### config.mk
export PLATFORM = sky130hd
export DESIGN_NAME = dma_priority_arbiter
export DESIGN_NICKNAME = d
export VERILOG_FILES = /design/src/rtl/dma_pkg.sv /design/src/rtl/dma_prio_pick.sv /design/src/rtl/dma_priority_arbiter.sv
export SDC_FILE = /design/constraint.sdc
export NUM_CORES = 1
export LEC_CHECK = 0
export CAP_MARGIN = 10
export CORE_MARGIN = 4
export CORE_UTILIZATION = 35
export DETAILED_ROUTE_END_ITERATION = 6
export SYNTH_ARGS = -nofsm -noshare
export SYNTH_HDL_FRONTEND = slang
export SYNTH_SLANG_ARGS = --single-unit
### constraint.sdc
create_clock -name CLK -period 4.03 [get_ports CLK]
set_clock_uncertainty 0.2 [all_clocks]
set_input_delay 0.806 -clock CLK [delete_from_list [all_inputs] [get_ports CLK]]
set_output_delay 0.806 -clock CLK [all_outputs]
set_load 0.05 [all_outputs]
### src/rtl/dma_pkg.sv
// Shared types and helpers for the 4-channel DMA priority arbiter.
// The rotate helper lets the picker always scan from bit 0.
package dma_pkg;

  localparam int NUM_CH = 4;

  typedef logic [1:0]        ChannelID_t;
  typedef logic [NUM_CH-1:0] ChMask_t;

  typedef enum logic [1:0] {IDLE, GRANT, SERVICE, GAP} ArbState_t;

  // Result bit k holds channel (base + k) mod NUM_CH.
  function automatic ChMask_t rotate_down(ChMask_t v, ChannelID_t base);
    ChMask_t    r;
    ChannelID_t idx;
    r   = '0;
    idx = '0;
    for (int k = 0; k < NUM_CH; k++) begin
      idx  = base + ChannelID_t'(k);
      r[k] = v[idx];
    end
    return r;
  endfunction

endpackage

### src/rtl/dma_prio_pick.sv
// Combinational rotate-and-select: first requesting channel in priority order,
// starting at ptr in rotating mode and at channel 0 in fixed mode.
module dma_prio_pick
  import dma_pkg::*;
(
  input  logic [NUM_CH-1:0] eff,
  input  ChannelID_t        ptr,
  input  logic              rotating,
  output logic              any,
  output ChannelID_t        winner
);

  ChannelID_t base;
  ChannelID_t offset;
  ChMask_t    rotated;

  always_comb begin
    // NOTE: every always_comb output gets a default first, so no path can infer a latch.
    base    = rotating ? ptr : '0;
    rotated = rotate_down(eff, base);
    offset  = '0;
    for (int k = NUM_CH - 1; k >= 0; k--) begin
      if (rotated[k]) offset = ChannelID_t'(k);
    end
    any    = |eff;
    winner = base + offset;
  end

endmodule

### src/rtl/dma_priority_arbiter.sv
// 8237A-style DMA priority encoder: DREQ synchronizer, request merge, and the
// grant/start/done handshake FSM with rotating-priority pointer and gap timer.
module dma_priority_arbiter
  import dma_pkg::*;
#(
  parameter int SYNC_STAGES = 2,
  parameter int GAP_CYCLES  = 1
) (
  input  logic              CLK,
  input  logic              RESET_N,
  input  logic [NUM_CH-1:0] DREQ,
  input  logic              DREQActiveLow,
  input  logic              RotatingPriority,
  input  logic              ControllerDisable,
  input  logic [NUM_CH-1:0] MaskReg,
  input  logic [NUM_CH-1:0] SoftReq,
  input  logic              MasterClear,
  input  logic              ServiceStart,
  input  logic              ServiceDone,
  output logic              ValidReqID,
  output logic [1:0]        ReqID,
  output logic [NUM_CH-1:0] ReqStatus,
  output logic              Busy
);

  localparam logic [1:0] GAP_LOAD = 2'((GAP_CYCLES > 0) ? GAP_CYCLES - 1 : 0);

  logic [SYNC_STAGES-1:0][NUM_CH-1:0] sync_q;
  ChMask_t    hw;
  ChMask_t    eff;
  logic       any;
  ChannelID_t winner;

  ArbState_t  state_q;
  ChannelID_t req_id_q;
  ChannelID_t ptr_q;
  ChannelID_t ptr_d;
  logic [1:0] gap_cnt_q;
  logic       valid_q;
  logic       busy_q;
  ChMask_t    status_q;

  // NOTE: polarity is folded in ahead of the chain, so a reset value of 0 is
  // the inactive level in both polarities and no phantom request follows reset.
  always_ff @(posedge CLK or negedge RESET_N) begin
    if (!RESET_N) begin
      sync_q <= '0;
    end else begin
      // NOTE: sequential state uses non-blocking assignments so every flop
      // samples pre-edge values regardless of statement order.
      sync_q[0] <= DREQ ^ {NUM_CH{DREQActiveLow}};
      for (int s = 1; s < SYNC_STAGES; s++) sync_q[s] <= sync_q[s-1];
    end
  end

  assign hw    = sync_q[SYNC_STAGES-1];
  assign eff   = (hw & ~MaskReg) | SoftReq;
  assign ptr_d = req_id_q + 2'd1;

  dma_prio_pick u_pick (
    .eff      (eff),
    .ptr      (ptr_q),
    .rotating (RotatingPriority),
    .any      (any),
    .winner   (winner)
  );

  always_ff @(posedge CLK or negedge RESET_N) begin
    if (!RESET_N) begin
      state_q   <= IDLE;
      req_id_q  <= '0;
      ptr_q     <= '0;
      gap_cnt_q <= '0;
      valid_q   <= 1'b0;
      busy_q    <= 1'b0;
      status_q  <= '0;
    end else if (MasterClear) begin
      state_q   <= IDLE;
      req_id_q  <= '0;
      ptr_q     <= '0;
      gap_cnt_q <= '0;
      valid_q   <= 1'b0;
      busy_q    <= 1'b0;
      status_q  <= '0;
    end else begin
      status_q <= hw | SoftReq;
      unique case (state_q)
        IDLE: begin
          if (any && !ControllerDisable) begin
            req_id_q <= winner;
            valid_q  <= 1'b1;
            state_q  <= GRANT;
          end
        end
        GRANT: begin
          // Start outranks a same-cycle withdrawal: TCL has already committed.
          if (ServiceStart) begin
            busy_q  <= 1'b1;
            state_q <= SERVICE;
          end else if (!eff[req_id_q]) begin
            valid_q <= 1'b0;
            state_q <= IDLE;
          end
        end
        SERVICE: begin
          if (ServiceDone) begin
            valid_q <= 1'b0;
            busy_q  <= 1'b0;
            if (RotatingPriority) ptr_q <= ptr_d;
            if (GAP_CYCLES == 0) begin
              state_q <= IDLE;
            end else begin
              gap_cnt_q <= GAP_LOAD;
              state_q   <= GAP;
            end
          end
        end
        GAP: begin
          if (gap_cnt_q == 2'd0) state_q   <= IDLE;
          else                   gap_cnt_q <= gap_cnt_q - 2'd1;
        end
        default: state_q <= IDLE;
      endcase
    end
  end

  assign ValidReqID = valid_q;
  assign ReqID      = req_id_q;
  assign ReqStatus  = status_q;
  assign Busy       = busy_q;

endmodule

# Word-level counts from Yosys, hierarchy flattened

Cells that the tools add are included.

Register bits: 22
Output and inout port bits: 8
Word-level logic and storage cells: 98
Input bits: 20

Muxes and demuxes: 43
Equality and inequality tests: 11
Reduce and logical (&&, ||, !) cells: 19
Bitwise logic cells: 5
Add/subtract/negate cells: 6
Magnitude comparators: 5

Operators by type and width:

| operator              | count |
|---|---|
| $mux W2               | 21 |
| $ne A3 B3 Y1 const B  | 7 |
| $lt A2 B3 Y1 const B  | 5 |
| $mux W1               | 12 |
| $bmux W1 S2           | 5 |
| $reduce_bool A2 Y1    | 5 |
| $reduce_and A3 Y1     | 3 |
| $or A4 B4 Y4          | 2 |
| $pmux W2 S4           | 1 |
| $reduce_bool A3 Y1    | 2 |
| $reduce_and A5 Y1     | 1 |
| $add A2 B1 Y2 const B | 2 |
| $add A2 B2 Y2 const B | 2 |
| $and A4 B4 Y4         | 1 |
| $eq A2 B2 Y1 const B  | 2 |
| $logic_not A2 Y1      | 2 |
| $mux W4               | 1 |
| $ne A4 B4 Y1 const B  | 1 |
| $not A4 Y4            | 1 |
| $pmux W2 S2           | 1 |
| $reduce_and A4 Y1     | 1 |
| $reduce_bool A4 Y1    | 1 |
| $reduce_or A4 Y1      | 1 |
| $xor A4 B4 Y4         | 1 |
| 8 further kinds       | 8 |

# Logic depth before layout (Yosys ltp)

Gate-level depths: netlist of run 1.

Word-level depth: 13
Gate-level depth with buffers: 9
Mapped depth without buffers: 9

# Hierarchy

A second synthesis of run 1 with hierarchy kept.

Cells, all modules: 146
Area total of the unflattened synthesis: 1330.0 um^2

Modules (own cells, without submodules):

| module               | area an instance (um^2) | times used | sequential area each (um^2) | cells each |
|---|---|---|---|---|
| dma_priority_arbiter | 1103.6                  | 1          | 550.5                       | 112 |
| dma_prio_pick        | 226.5                   | 1          | 0.0                         | 34 |

# Least setup slack after synthesis of run 1

Ideal clock, no wire load.

Path kind: in2reg
From: in MaskReg[2]
To: reg req_id_q[1], in the netlist ReqID[1]
Data required time: 3743 ps
Library setup time: 87 ps
Stages: 8
Slack: 1419 ps
Arrival: 2324 ps
Path buffers: 0
Cells stage by stage: and2b_1 -> nor2_1 -> mux4_2 -> nand2_1 -> o311ai_0 -> ha_1 -> and4b_1 -> a211oi_2

Cells in the longest elaborated chain, start to end: 13
Elaborated cells on any way between the ends: 23
Those cells by class: add/sub: 1; mux: 15; bitwise: 3; reduce/logical: 4

Ends and longest elaborated chain:

| element                       | line                       | text |
|---|---|---|
| start, declared               | dma_priority_arbiter.sv:15 | `input logic [NUM_CH-1:0] MaskReg,` |
| $not A4 Y4 *                  | dma_priority_arbiter.sv:57 | `assign eff = (hw & ~MaskReg) \| SoftReq;` |
| $and A4 B4 Y4 *               | dma_priority_arbiter.sv:57 |  |
| $or A4 B4 Y4 *                | dma_priority_arbiter.sv:57 |  |
| $bmux W1 S2                   | dma_pkg.sv:20              | `r[k] = v[idx];` |
| $mux W1 (implied by the code) | dma_pkg.sv:20              |  |
| $mux W2 (4 in series)         | dma_prio_pick.sv:23        | `if (rotated[k]) offset = ChannelID_t'(k);` |
| $add A2 B2 Y2                 | dma_prio_pick.sv:26        | `winner = base + offset;` |
| $mux W2                       | dma_priority_arbiter.sv:89 | `if (any && !ControllerDisable) begin` |
| $mux W2                       | dma_priority_arbiter.sv:87 | `unique case (state_q)` |
| $mux W2                       | dma_priority_arbiter.sv:77 | `end else if (MasterClear) begin` |
| end signal, assigned          | dma_priority_arbiter.sv:90 | `req_id_q <= winner;` |
| end, declared                 | dma_priority_arbiter.sv:35 | `ChannelID_t req_id_q;` |

Every way passes the cells marked *; elsewhere a longest branch is shown, timed or not. The select of a mux whose other input is x is not followed.
A chain may end at the register's enable or synchronous reset.

# Final worst setup path of run 1

From: in RotatingPriority
To: reg req_id_q[1], in the netlist ReqID[1]

Cells in the longest elaborated chain, start to end: 12
Elaborated cells on any way between the ends: 20
Those cells by class: add/sub: 4; mux: 16

Ends and longest elaborated chain:

| element                       | line                       | text |
|---|---|---|
| start, declared               | dma_priority_arbiter.sv:13 | `input logic RotatingPriority,` |
| $mux W2 *                     | dma_prio_pick.sv:19        | `base = rotating ? ptr : '0;` |
| $add A2 B2 Y2                 | dma_pkg.sv:19              | `idx = base + ChannelID_t'(k);` |
| $bmux W1 S2                   | dma_pkg.sv:20              |  |
| $mux W1 (implied by the code) | dma_pkg.sv:20              |  |
| $mux W2 (4 in series)         | dma_prio_pick.sv:23        |  |
| $add A2 B2 Y2 *               | dma_prio_pick.sv:26        |  |
| $mux W2 *                     | dma_priority_arbiter.sv:89 |  |
| $mux W2 *                     | dma_priority_arbiter.sv:87 |  |
| $mux W2 *                     | dma_priority_arbiter.sv:77 |  |

Marked as above.

==> metrics.txt, run 1 <==
worst min path class=reg -> reg; number of global-route vias before repair=1,080; Setup TNS=0 ns; clk_lat worst skew=0.26 ns; layout cell share with drive strength beyond 1=0.0659; routability congestion estimate from global placement=~0.85; number of antenna diodes=0; Final ANT Viol Nets=0; pin count of the biggest net entering global routing=23; kind of capture point of the worst setup path=flop; iteration count of the initial detailed-routing pass=5; final wirelength=2800 um; Port Buffer Count=27; width of the chip=69.0 um; kind of critical path=in -> reg; Site Rows=21; crit-path most repeated cell=nand2_1; TritonCTS Sinks=22; overall global routing resource usage=0.135; CTS root buf=clkbuf_8; post-cts hold buffer count=0; MaxCap Viol Count=0; HPWL reported at the end of detailed placement=~2200 um; unrepaired setup endpoints after global routing=false; final worst path period share=0.770; number of remaining DRC errors=0; most frequent standard cell in the layout excluding fill and tap cells=clkdlybuf4s50_1; boundary pin count=28; total gr overflow=0; most frequent cells in the layout=clkdlybuf4s50_1 (27), nor2_1 (26), dfrtp_1 (22), a21oi_1 (8); count of warnings emitted by yosys=0; Post-Synthesis Net Count=163; largest voltage drop on the vdd net=133 uV; number of antenna violations at the first check in global routing=0; final hold violations=0; critical path's largest stage delay=0.57 ns; count of routing violations after the opening detailed-route iteration=147; number of vias in the routed layout=between 1k and 1.5k; synthesized netlist cell count=137; Critical path buffers and inverters=1; leading post-synthesis cells by cell area=dfrtp_1 (42%), nor2_1 (7.5%), ha_1 (5.8%), mux4_2 (3.5%), xor2_1 (3.4%); wire length per cell=13.1 um; Core Region=0.00347 mm^2; register area share after synthesis=0.423; nature of the critical path startpoint=primary input; Total Die Area=0.00476 mm^2; via count normalized by instance count=5.23; post-synthesis instance area=0.00130 mm^2; required time of the worst setup path=between 4 and 5 ns; # nets final=194; utilization after layout=0.489; Final Instance Count excl. Fillers=213; CTS-repair resized insts=0; register bit count reported by yosys=22; initial cell density of the core=0.375; Final Slew Violations=0; Pleak=0.707 nW; cell family contributing the most delay on the critical path=simple AND/OR/NAND/NOR gates; TritonCTS clock tree=built; number of post-CTS setup repair buffers=0; Cell Chain, Critical Path=clkdlybuf4s50_1 > nand2_1 > nor3_1 > a211oi_1 > a21o_1 > nand2_1 > o311ai_0 > ha_1 > and4b_1 > a211oi_2; fillers=about 340; maximum clock path buffer count=2; average size of a mapped cell=9.50 um^2; most instantiated flip-flop cell in the synthesis netlist=dfrtp_1; async set-reset flop share out of synthesis=1.00; area share of the largest cell type after synthesis=0.423; minimum clock period=3.10 ns; CTS Buf Count=3; pwr/cell area=389 mW/mm^2; worst-case headroom to the max-slew limit=0.347; final setup violating endpoints=0; global-route wire length before repair=between 4000 and 5000 um; slew of the pin with the lowest slew margin=0.977 ns; H-tree levels=1; cell type contributing the most total cell area after synthesis=dfrtp_1; die height=roughly 69 um; data arrival time of the worst path=3.09 ns; count of flip-flops with a built-in enable after synthesis=0; post-placement cell count=between 200 and 250; run status=completed; maximum achievable frequency=roughly 0.32 GHz; clock input transition at the sequential cells of the worst setup and hold paths=0.08 ns; count of distinct cell types in the synthesized netlist=42; area growth from synthesis to layout=30.4%; Max Fanout on Critical Path=10; slowest CP cell=clkdlybuf4s50_1
==> state kept, by name (all words and copies together) (netlist names) <==
signal	cells
sync_q	4
ValidReqID	1
Busy	1
state_q	2
hw	4
gap_cnt_q	2
ptr_q	2
ReqID	2
ReqStatus	4
==> path summary, 6_finish.rpt <==
kind                                   from         to  slack (ns)  depth (start not counted)
setup / recovery           RotatingPriority   ReqID[1]        0.93                         10
hold / removal                    sync_q[3]      hw[3]        0.15                          0
setup reg to reg                   ptr_q[0]   ReqID[1]        1.66                          9
hold reg to reg                   sync_q[3]      hw[3]        0.15                          0
max in group asynchronous           RESET_N   ReqID[1]        2.16                          1
min in group asynchronous           RESET_N  sync_q[3]        0.88                          1
==> area by class of cell <==
cell class	count	area [um^2]	share of cell area
sequential	22	551	0.324
tap	46	57.6	0.0339
multi-input combinational	108	724	0.427
inverter	6	22.5	0.0133
clock inverter	1	30.0	0.0177
timing repair buffer	27	270	0.159
clock buffer	3	41.3	0.0243
==> metrics by stage <==
stage | setup slack, ns | hold slack, ns | instance area [um^2] | total power, W
after global routing | 0.746 | 0.170 | 1700 | 0.000700
final | 0.927 | 0.152 | 1700 | 0.000661
after floorplan | 1.42 | 0.131 | 1300 | 0.000389
after detailed placement | 0.694 | 0.135 | 1630 | 0.000460
after CTS | 0.964 | 0.154 | 1700 | 0.000668
after global placement | 0.832 | 0.135 | 1630 | 0.000459
==> cell usage after synthesis (2+ instances only) <==
| master | count |
|---|---|
| a2111o_1 | 2 |
| nand3_1 | 2 |
| inv_1 | 5 |
| o21bai_1 | 2 |
| xor2_1 | 5 |
| a21oi_1 | 8 |
| o21ai_0 | 5 |
| a211oi_1 | 2 |
| nor3_1 | 5 |
| mux4_2 | 2 |
| mux2i_1 | 2 |
| nor2b_1 | 5 |
| nor2_1 | 26 |
| ha_1 | 6 |
| dfrtp_1 | 22 |
| nand2_1 | 6 |
| nand2b_1 | 6 |
| nor4_1 | 2 |
==> worst register-to-register path: cells and delay by family (launching register included) <==
kind | cells | cell delay [ns]
AND/OR/NAND/NOR | 4 | 0.86
AO/OA/AOI/OAI | 4 | 0.61
flip-flops | 1 | 0.41
adder cells (fa/ha/maj) | 1 | 0.23
==> logic make-up after synthesis <==
kind of cell,count (synthesis),share of synthesized area
buffers and inverters,7,0.0202
multiplexers,6,0.0673
flip-flops,22,0.423
AO/OA/AOI/OAI,32,0.177
adder cells (fa/ha/maj),6,0.0577
AND/OR/NAND/NOR,58,0.214
XOR/XNOR,6,0.0404
==> where the power goes <==
part           switching, W  internal (W)
logic              0.000113     0.0000826
clock network     0.0000737      0.000133
registers         0.0000153      0.000244
total              0.000202      0.000459
==> metal layers <==
layer	up-vias	wire (um)	track usage
met5	-	0	0
met4	0	31	0.0706
met3	5	96	0.0357
met2	15	1360	0.223
met1	542	1310	0.159
li1	552	-	-
Note: power is estimated with default switching activity, not from simulation.
==> inputs of run 2 (changes only) <==
==> constraint.sdc (replaced) <==
create_clock -name CLK -period 3.2 [get_ports CLK]
set_clock_uncertainty 0.2 [all_clocks]
set_input_delay 0.64 -clock CLK [delete_from_list [all_inputs] [get_ports CLK]]
set_output_delay 0.64 -clock CLK [all_outputs]
set_load 0.05 [all_outputs]
==> run 2 against run 1 <==
Compared with the run above: register-to-register slack worse by 0.86 ns; combinational power is 27% higher; die area stayed put; sequential power is 27% higher; design area is 0.88% higher; power is 26% higher; clock power is 25% higher; setup slack worse by 0.52 ns; critical path depth is 1 lower; final cell count is 0.94% higher; non-clock buffer count is 2 higher; critical path type unchanged.
==> metrics.txt, run 2 (synthesis results as in run 1) <==
Total Power=~0.00083 W; Total Die Area=0.00476 mm^2; Final Slew Violations=0; final worst path period share=0.873; most frequent cells in the layout=clkdlybuf4s50_1 (27), nor2_1 (26), dfrtp_1 (22), a21oi_1 (8); pin count of the biggest net entering global routing=23; critical path's largest stage delay=0.49 ns; number of antenna diodes=0; largest voltage drop on the vdd net=about 230 uV; Site Rows=21; initial cell density of the core=0.375; utilization after layout=0.494; die height=~69 um; unrepaired setup endpoints after global routing=false; CTS root buf=clkbuf_8; width of the chip=69.0 um; required time of the worst setup path=3.18 ns; HPWL reported at the end of detailed placement=around 2200 um; number of remaining DRC errors=0; number of post-CTS setup repair buffers=0; Register-to-Register Path Depth=8; wire length per cell=13.5 um; nature of the critical path startpoint=primary input; Setup TNS=0 ns; area growth from synthesis to layout=31.5%; number of vias in the routed layout=1,120; kind of critical path=in -> reg; # nets final=196; post-cts hold buffer count=0; Pleak=just over 0.7 nW; kind of capture point of the worst setup path=flop; CTS-repair resized insts=0; count of routing violations after the opening detailed-route iteration=79; Cell Chain, Critical Path=clkdlybuf4s50_1 > nor2b_1 > nor2_1 > mux4_2 > nand2_1 > o311ai_0 > ha_1 > and4b_1 > a211oi_2; total gr overflow=0; global-route wire length before repair=4960 um; Critical path buffers and inverters=1; number of antenna violations at the first check in global routing=0; TritonCTS Sinks=22; setup slack, reg-to-reg=~0.8 ns; Hold Path Depth=0; final setup violating endpoints=0; final hold violations=0; cell family contributing the most delay on the critical path=simple AND/OR/NAND/NOR gates; Port Buffer Count=27; routability congestion estimate from global placement=0.940; clock input transition at the sequential cells of the worst setup and hold paths=~0.080 ns; minimum clock period=2.79 ns; via count normalized by instance count=roughly 5.2; maximum achievable frequency=between 0.3 and 0.4 GHz; iteration count of the initial detailed-routing pass=4; RR Startpoint=hw[0]; TritonCTS clock tree=built; Final ANT Viol Nets=0; maximum clock path buffer count=2; data arrival time of the worst path=2.78 ns; most frequent standard cell in the layout excluding fill and tap cells=clkdlybuf4s50_1; MaxCap Viol Count=0; Hold Path Sink=hw[2]; slew of the pin with the lowest slew margin=0.588 ns; boundary pin count=28; Reg2Reg Capture Point=ReqID[1]; run status=completed; CTS Buf Count=3; worst-case headroom to the max-slew limit=0.607; H-tree levels=1; overall global routing resource usage=0.141; clk_lat worst skew=0.26 ns; Max Fanout on Critical Path=6; pwr/cell area=between 400 and 500 mW/mm^2; Core Region=approximately 0.0035 mm^2; slowest CP cell=mux4_2; layout cell share with drive strength beyond 1=0.0769; final wirelength=2890 um; number of global-route vias before repair=about 1.1k; worst min path class=reg -> reg; start point of the worst hold path=sync_q[2]
==> run 2: cell types whose count changed in the layout (fill, tap and decap cells not counted) <==
cell,delta
buf_4,+2
==> run 2: cell type report <==
type	instances	area (um^2)
Clock buffer	3	41.3
Clock inverter	1	30.0
Fill cell	331	1760
Inverter	6	22.5
Multi-Input combinational cell	108	724
Sequential cell	22	551
Tap cell	46	57.6
Timing Repair Buffer	29	285
==> run 2: where the power goes <==
group          switching, W  internal (W)
registers         0.0000213      0.000307
logic              0.000143      0.000105
clock network     0.0000903      0.000167
==> run 2: worst max-delay path by stage <==
stage	from	to	slack [ns]	depth (start not counted)
after floorplan	MaskReg[2]	ReqID[1]	0.76	8
after global placement	RotatingPriority	ReqID[1]	0.22	10
after detailed placement	MaskReg[0]	ReqID[1]	0.15	9
after CTS	MaskReg[0]	ReqID[1]	0.43	9
after global routing	RotatingPriority	ReqID[1]	0.28	10
final	MaskReg[0]	ReqID[1]	0.41	9
==> run 2: per-stage QoR <==
step / worst slack (ns) / instance area [um^2] / hold WS, ns / cells
finish: 0.406 / 1710 / 0.151 / 215
global placement: 0.215 / 1640 / 0.134 / 211
global route: 0.283 / 1710 / 0.174 / 215
floorplan: 0.755 / 1300 / 0.131 / 137
detailed placement: 0.145 / 1640 / 0.135 / 211
CTS: 0.429 / 1710 / 0.153 / 215
==> run 2: routing by layer <==
layer  wire [um]  part of all wire  GRT usage  up-vias
li1            -                 -          -      555
met1        1280              0.44      0.176      519
met2        1390              0.48      0.236       39
met3         176             0.061     0.0292        7
met4          53             0.018     0.0608        0
met5           0                 0          0        -
